===== src/rtl/macc_arbiter.sv =====
`default_nettype none
// ============================================================================
// Module   : macc_arbiter
// Purpose  : Round-robin arbiter sharing one multiply-accumulate datapath
//            between NCH requesters. A granted (a, b) pair is held and issued
//            on independent a/b operand streams. The requester ID is queued in
//            an in-order ID FIFO, and each result is routed back to the
//            requester at the FIFO head.
// Ports    : clk, rst                 - clock, async active-high reset
//            s_axis_tdata_a/_b/tvalid - per-requester operand pairs (in)
//            s_axis_tready            - per-requester accept, one-hot or zero
//            m_axis_a*/m_axis_b*      - operand streams to the datapath
//            s_axis_rt*               - result stream from the datapath
//            m_axis_tdata/tvalid/tready - result stream back to requesters
//            err_orphan               - sticky: result seen with no pair
//                                       outstanding
// Revision : 1.0 - initial release
// ============================================================================
module macc_arbiter #(
    parameter  int NCH   = 4,
    parameter  int DW    = 24,
    parameter  int COEFW = 18,
    parameter  int DEPTH = 8,
    localparam int MW    = DW + COEFW
) (
    input  logic                 clk,
    input  logic                 rst,
    input  logic [NCH*DW-1:0]    s_axis_tdata_a,
    input  logic [NCH*COEFW-1:0] s_axis_tdata_b,
    input  logic [NCH-1:0]       s_axis_tvalid,
    output logic [NCH-1:0]       s_axis_tready,
    output logic [DW-1:0]        m_axis_atdata,
    output logic                 m_axis_atvalid,
    input  logic                 m_axis_atready,
    output logic [COEFW-1:0]     m_axis_btdata,
    output logic                 m_axis_btvalid,
    input  logic                 m_axis_btready,
    input  logic [MW-1:0]        s_axis_rtdata,
    input  logic                 s_axis_rtvalid,
    output logic                 s_axis_rtready,
    output logic [MW-1:0]        m_axis_tdata,
    output logic [NCH-1:0]       m_axis_tvalid,
    input  logic [NCH-1:0]       m_axis_tready,
    output logic                 err_orphan
);

    localparam int IW = $clog2(NCH);
    localparam int PW = $clog2(DEPTH);
    localparam int CW = $clog2(DEPTH) + 1;

    localparam logic [0:0] c_IDLE  = 1'b0;
    localparam logic [0:0] c_ISSUE = 1'b1;

    logic [0:0]       r_state;
    logic [DW-1:0]    r_a_hold;
    logic [COEFW-1:0] r_b_hold;
    logic             r_a_done;
    logic             r_b_done;
    logic [IW-1:0]    r_last_grant;
    logic [IW-1:0]    r_fifo [DEPTH];
    logic [PW-1:0]    r_wr_ptr;
    logic [PW-1:0]    r_rd_ptr;
    logic [CW-1:0]    r_count;
    logic             r_err_orphan;

    logic [DW-1:0]    w_a_ch [NCH];
    logic [COEFW-1:0] w_b_ch [NCH];
    logic [IW-1:0]    w_scan_idx;
    logic [IW-1:0]    w_grant_idx;
    logic             w_any;
    logic             w_grant;
    logic             w_full;
    logic             w_empty;
    logic             w_pop;
    logic             w_a_hs;
    logic             w_b_hs;
    logic [IW-1:0]    w_head;

    generate
        for (genvar i = 0; i < NCH; i++) begin : g_split
            assign w_a_ch[i] = s_axis_tdata_a[i*DW +: DW];
            assign w_b_ch[i] = s_axis_tdata_b[i*COEFW +: COEFW];
        end
    endgenerate

    // Round-robin search: walk from last_grant+1 with wrap, first valid wins.
    always_comb begin
        w_scan_idx  = r_last_grant;
        w_grant_idx = r_last_grant;
        w_any       = 1'b0;
        for (int k = 0; k < NCH; k++) begin
            w_scan_idx = (w_scan_idx == IW'(NCH - 1)) ? '0 : w_scan_idx + 1'b1;
            if (!w_any && s_axis_tvalid[w_scan_idx]) begin
                w_any       = 1'b1;
                w_grant_idx = w_scan_idx;
            end
        end
    end

    assign w_full  = (r_count == CW'(DEPTH));
    assign w_empty = (r_count == '0);

    // Gated by rst so that the combinational accept path is quiet while reset
    // is held, even if requesters keep tvalid high.
    assign w_grant       = (r_state == c_IDLE) && !w_full && w_any && !rst;
    assign s_axis_tready = w_grant ? (NCH'(1) << w_grant_idx) : '0;

    assign m_axis_atdata  = r_a_hold;
    assign m_axis_btdata  = r_b_hold;
    assign m_axis_atvalid = (r_state == c_ISSUE) && !r_a_done;
    assign m_axis_btvalid = (r_state == c_ISSUE) && !r_b_done;
    assign w_a_hs         = m_axis_atvalid && m_axis_atready;
    assign w_b_hs         = m_axis_btvalid && m_axis_btready;

    // Result return is purely combinational; the head ID steers the result.
    assign w_head         = r_fifo[r_rd_ptr];
    assign m_axis_tdata   = s_axis_rtdata;
    assign m_axis_tvalid  = (s_axis_rtvalid && !w_empty) ? (NCH'(1) << w_head) : '0;
    assign s_axis_rtready = !w_empty && m_axis_tready[w_head];
    assign w_pop          = s_axis_rtvalid && s_axis_rtready;
    assign err_orphan     = r_err_orphan;

    always_ff @(posedge clk or posedge rst) begin
        if (rst) begin
            r_state      <= c_IDLE;
            r_a_hold     <= '0;
            r_b_hold     <= '0;
            r_a_done     <= 1'b0;
            r_b_done     <= 1'b0;
            r_last_grant <= IW'(NCH - 1);
        end else begin
            case (r_state)
                c_IDLE: begin
                    if (w_grant) begin
                        r_a_hold     <= w_a_ch[w_grant_idx];
                        r_b_hold     <= w_b_ch[w_grant_idx];
                        r_last_grant <= w_grant_idx;
                        r_a_done     <= 1'b0;
                        r_b_done     <= 1'b0;
                        r_state      <= c_ISSUE;
                    end
                end
                c_ISSUE: begin
                    r_a_done <= r_a_done | w_a_hs;
                    r_b_done <= r_b_done | w_b_hs;
                    if ((r_a_done || w_a_hs) && (r_b_done || w_b_hs)) begin
                        r_state <= c_IDLE;
                    end
                end
                default: r_state <= c_IDLE;
            endcase
        end
    end

    always_ff @(posedge clk or posedge rst) begin
        if (rst) begin
            for (int i = 0; i < DEPTH; i++) begin
                r_fifo[i] <= '0;
            end
            r_wr_ptr <= '0;
            r_rd_ptr <= '0;
            r_count  <= '0;
        end else begin
            if (w_grant) begin
                r_fifo[r_wr_ptr] <= w_grant_idx;
                r_wr_ptr         <= r_wr_ptr + 1'b1;
            end
            if (w_pop) begin
                r_rd_ptr <= r_rd_ptr + 1'b1;
            end
            case ({w_grant, w_pop})
                2'b10:   r_count <= r_count + 1'b1;
                2'b01:   r_count <= r_count - 1'b1;
                default: r_count <= r_count;
            endcase
        end
    end

    // A result with nothing outstanding is stalled (rtready stays low) and
    // flagged; only reset clears the flag.
    always_ff @(posedge clk or posedge rst) begin
        if (rst) begin
            r_err_orphan <= 1'b0;
        end else if (s_axis_rtvalid && w_empty) begin
            r_err_orphan <= 1'b1;
        end
    end

endmodule
`default_nettype wire


===== config.mk =====
export PLATFORM = sky130hd
export DESIGN_NAME = macc_arbiter
export DESIGN_NICKNAME = d
export VERILOG_FILES = /design/src/rtl/macc_arbiter.sv
export SDC_FILE = /design/constraint.sdc
export NUM_CORES = 1
export LEC_CHECK = 0
export CAP_MARGIN = 20
export CORE_ASPECT_RATIO = 0.75
export CORE_MARGIN = 1
export CORE_UTILIZATION = 30
export DETAILED_ROUTE_END_ITERATION = 12
export PLACE_DENSITY_LB_ADDON = 0.25
export REMOVE_ABC_BUFFERS = 1
export SLEW_MARGIN = 20
export SYNTH_ARGS = -nofsm -noshare
export SYNTH_HDL_FRONTEND = slang
export SYNTH_SLANG_ARGS = --single-unit

===== constraint.sdc =====
create_clock -name clk -period 3.75 [get_ports clk]
set_clock_uncertainty 0.1 [all_clocks]
set_input_delay 0.9375 -clock clk [delete_from_list [all_inputs] [get_ports clk]]
set_output_delay 0.9375 -clock clk [all_outputs]
set_load 0.01 [all_outputs]

==> Flow_metrics.wiki <==
{| class="wikitable"
! Metric !! Value
|-
| Worst VDD drop || just under 700 µV
|-
| Initial core utilization || 0.307
|-
| Global-route usage over all layers || 0.182
|-
| Biggest cell delay along the critical path || roughly 560 ps
|-
| Share of the yosys chip area belonging to registers || 0.342
|-
| Library cell occupying the most area in the post-synthesis netlist || sky130_fd_sc_hd__dfrtp_1
|-
| Remaining global-route overflow || 0
|-
| Layout Area Growth over Synthesis || 51.4%
|-
| Clock root cell || sky130_fd_sc_hd__clkbuf_16
|-
| Dominant delay contributor by cell family on the critical path || compound AO/OA/AOI/OAI gates
|-
| Via count of the first global-routing pass || just under 5000
|-
| Count of distinct cell types in the synthesized netlist || between 50 and 60
|-
| R2R Path End || m_axis_atdata[16]
|-
| Vias per cell || approximately 4.8
|-
| Highest Clock Rate || roughly 270 MHz
|-
| Total I/O pin count || roughly 320
|-
| Wire length of the first global-routing pass || 25.7 mm
|-
| Clock tree sinks || 74
|-
| Level count of the clock H-tree || 3
|-
| Result of the run || finished, final reports clean
|-
| CP endpoint || s_axis_tready[0]
|-
| # setup viols final || 0
|-
| Startpoint Class || register
|-
| Maximum clock insertion buffer count || 2
|-
| Gpl congestion || around 0.87
|-
| Largest net degree at the start of global routing || 68
|-
| Width of the chip || between 150 and 200 µm
|-
| Crit-path max FO || 6
|-
| Reg2reg start || r_last_grant[1]
|-
| Register bit total from synthesis || 74
|-
| Crit Path Class || reg -> out
|-
| Clock Latency Late Sink || about 340 ps
|-
| Area of the core || between 0.015 and 0.02 mm²
|-
| Reported max-cap violation count || 0
|-
| Worst reg2reg setup slack || between 300 and 400 ps
|-
| Slew at the pin closest to its max-slew limit || around 630 ps
|-
| Bufs and invs on worst path || 2
|-
| Number of CTS-inserted buffers || 9
|-
| Async set-or-reset flop fraction in the synthesized netlist || 1.00
|-
| Slew Viols, Final || 0
|-
| Setup repair after global routing missed its margin || true
|-
| PwrDens || between 1000 and 1500 mW/mm²
|-
| Critical Path Slowest Stage Cell || sky130_fd_sc_hd__dfstp_2
|-
| Ranking of synthesized cells by instance count || sky130_fd_sc_hd__mux2i_1, sky130_fd_sc_hd__dfrtp_1, sky130_fd_sc_hd__nand2_1, sky130_fd_sc_hd__buf_4
|-
| Design Power || around 8600 µW
|-
| Share of Yosys cell area claimed by the top area cell type || 0.332
|-
| Critical Path Start || r_last_grant[1]
|-
| Clock-pin transition on the worst setup and hold timing paths || approximately 60 ps
|-
| Hold crit path type || reg -> reg
|-
| Post-synthesis area per instance || ~10 µm²
|-
| Final Hold Viols || 0
|-
| Cell types with the largest area share after synthesis || sky130_fd_sc_hd__dfrtp_1, sky130_fd_sc_hd__mux2i_1, sky130_fd_sc_hd__mux2_4
|-
| Count of input and output buffers || 234
|-
| Die area || approximately 0.019 mm²
|-
| Most common cell in the netlist || sky130_fd_sc_hd__mux2i_1
|-
| Yosys warns || 0
|-
| Syn Inst Count || ~520
|-
| Type of element capturing the critical path || output port
|-
| Chip Height || 118 µm
|-
| Number of antenna violations at the first check in global routing || 0
|-
| Ordered list of cells on the worst path || ha_4, buf_6, mux2i_2, a32o_2, nand2_2, and3_4, a311o_2, nor3_2, buf_2
|-
| Hold buffers post-CTS || 0
|-
| Detailed Route Iter0 Violations || about 190
|-
| Final-layout setup total negative slack || 0 ps
|-
| Flip-flop cell with the highest count after synthesis || sky130_fd_sc_hd__dfrtp_1
|-
| Depth of the worst register-to-register path || 10
|-
| Drt drc || 0
|-
| Share of layout cells above drive strength 1 || 0.208
|-
| Half-perimeter wire length after detailed placement || 12.8 mm
|-
| Final period util || 0.980
|-
| Time the worst path needs with I/O delays and setup || between 3000 and 4000 ps
|-
| Clock tree from TritonCTS || done
|-
| Final nets || roughly 950
|-
| Antenna diode count || 0
|-
| Synthesized cell area || between 0.005 and 0.006 mm²
|-
| Via total after detailed routing || ~4600
|-
| Required time worst endpoint || roughly 2700 ps
|-
| Static Leakage || 0.00357 µW
|-
| Max-slew headroom || 0.579
|-
| Length of the first detailed-routing pass in iterations || 4
|-
| WP depth || 9
|-
| Post-synth EDFFs || 0
|-
| Antenna viol nets, final || 0
|-
| Mean routed wirelength per cell || ~17 µm
|-
| Critical path data arrival time || about 2600 ps
|-
| Floorplan row count || 42
|-
| Routed wire length || 16.6 mm
|}
[registers in the layout, indices dropped and copies added (netlist names)]
register       cells
r_rd_ptr           3
r_fifo            16
r_wr_ptr           3
r_state            1
m_axis_atdata     24
r_count            4
r_last_grant       2
r_a_done           1
m_axis_btdata     18
r_b_done           1
err_orphan         1
[layer usage]
metal	GRT usage	vias up	wire length (µm)
li1	-	2171	-
met1	0.219	2155	6810
met2	0.281	237	7640
met3	0.0946	17	1900
met4	0.0449	4	174
met5	0.0308	-	70
[kinds of logic after synthesis]
kind of cell / Yosys count / synth area share
AO/OA/AOI/OAI: 72 / 0.0771
XOR/XNOR: 9 / 0.0145
adder cells (fa/ha/maj): 7 / 0.0175
buffers and inverters: 89 / 0.113
flip-flops: 74 / 0.342
multiplexers: 156 / 0.341
AND/OR/NAND/NOR: 111 / 0.0942
[cells in the final DEF, fill, tap and decap left out, types with 5 or more instances in the layout]
cell type / n
sky130_fd_sc_hd__buf_4: 30
sky130_fd_sc_hd__ha_1: 5
sky130_fd_sc_hd__mux2_2: 23
sky130_fd_sc_hd__clkdlybuf4s50_1: 225
sky130_fd_sc_hd__mux2_4: 36
sky130_fd_sc_hd__o21ai_1: 38
sky130_fd_sc_hd__o21ai_0: 10
sky130_fd_sc_hd__nor2b_1: 8
sky130_fd_sc_hd__nand2_1: 57
sky130_fd_sc_hd__buf_6: 6
sky130_fd_sc_hd__clkbuf_16: 9
sky130_fd_sc_hd__inv_1: 7
sky130_fd_sc_hd__mux2i_1: 88
sky130_fd_sc_hd__a21oi_1: 5
sky130_fd_sc_hd__dfrtp_1: 71
sky130_fd_sc_hd__mux4_2: 6
sky130_fd_sc_hd__xnor2_1: 5
sky130_fd_sc_hd__nor2_1: 17
[worst min-delay path by stage]
stage                                from         endpoint  slack [ps]  cells after the start
after floorplan           r_last_grant[1]  r_last_grant[1]         360                      2
after global routing           err_orphan       err_orphan         380                      1
after global placement         err_orphan       err_orphan         350                      1
final                          err_orphan       err_orphan         360                      1
after CTS                      err_orphan       err_orphan         370                      1
after detailed placement       err_orphan       err_orphan         350                      1
[report_power, final]
group | internal, µW | switching (µW)
clock network | 526 | 326
registers | 1210 | 287
logic | 3470 | 2750
[cell type report]
| cell class | count | area, µm² |
|---|---|---|
| clock buffers | 10 | 239 |
| clock inverters | 4 | 53.8 |
| fillers | 1680 | 9450 |
| inverters | 9 | 35.0 |
| multi-input cells | 355 | 3100 |
| flip-flops and latches | 74 | 1860 |
| well taps | 242 | 303 |
| repair buffers | 270 | 2620 |
[stage by stage]
stage,area [µm²],instances,hold slack [ps],util,setup slack (ps)
floorplan,4840,438,356,-,-9350
global placement,7750,944,352,0.439,-752
detailed placement,7750,944,355,0.439,-802
CTS,8120,962,369,0.460,5.21
global route,8210,964,384,0.465,-69.0
finish,8210,964,360,0.465,76.1
[what timing repair did]
action | 4_1_cts | 5_1_grt
pin swaps | 5 | 15
setup buffers | 4 | 2
setup endpoints to repair | 31 | 9
gates resized for setup | 37 | 33
(Power assumes the default switching activity.)
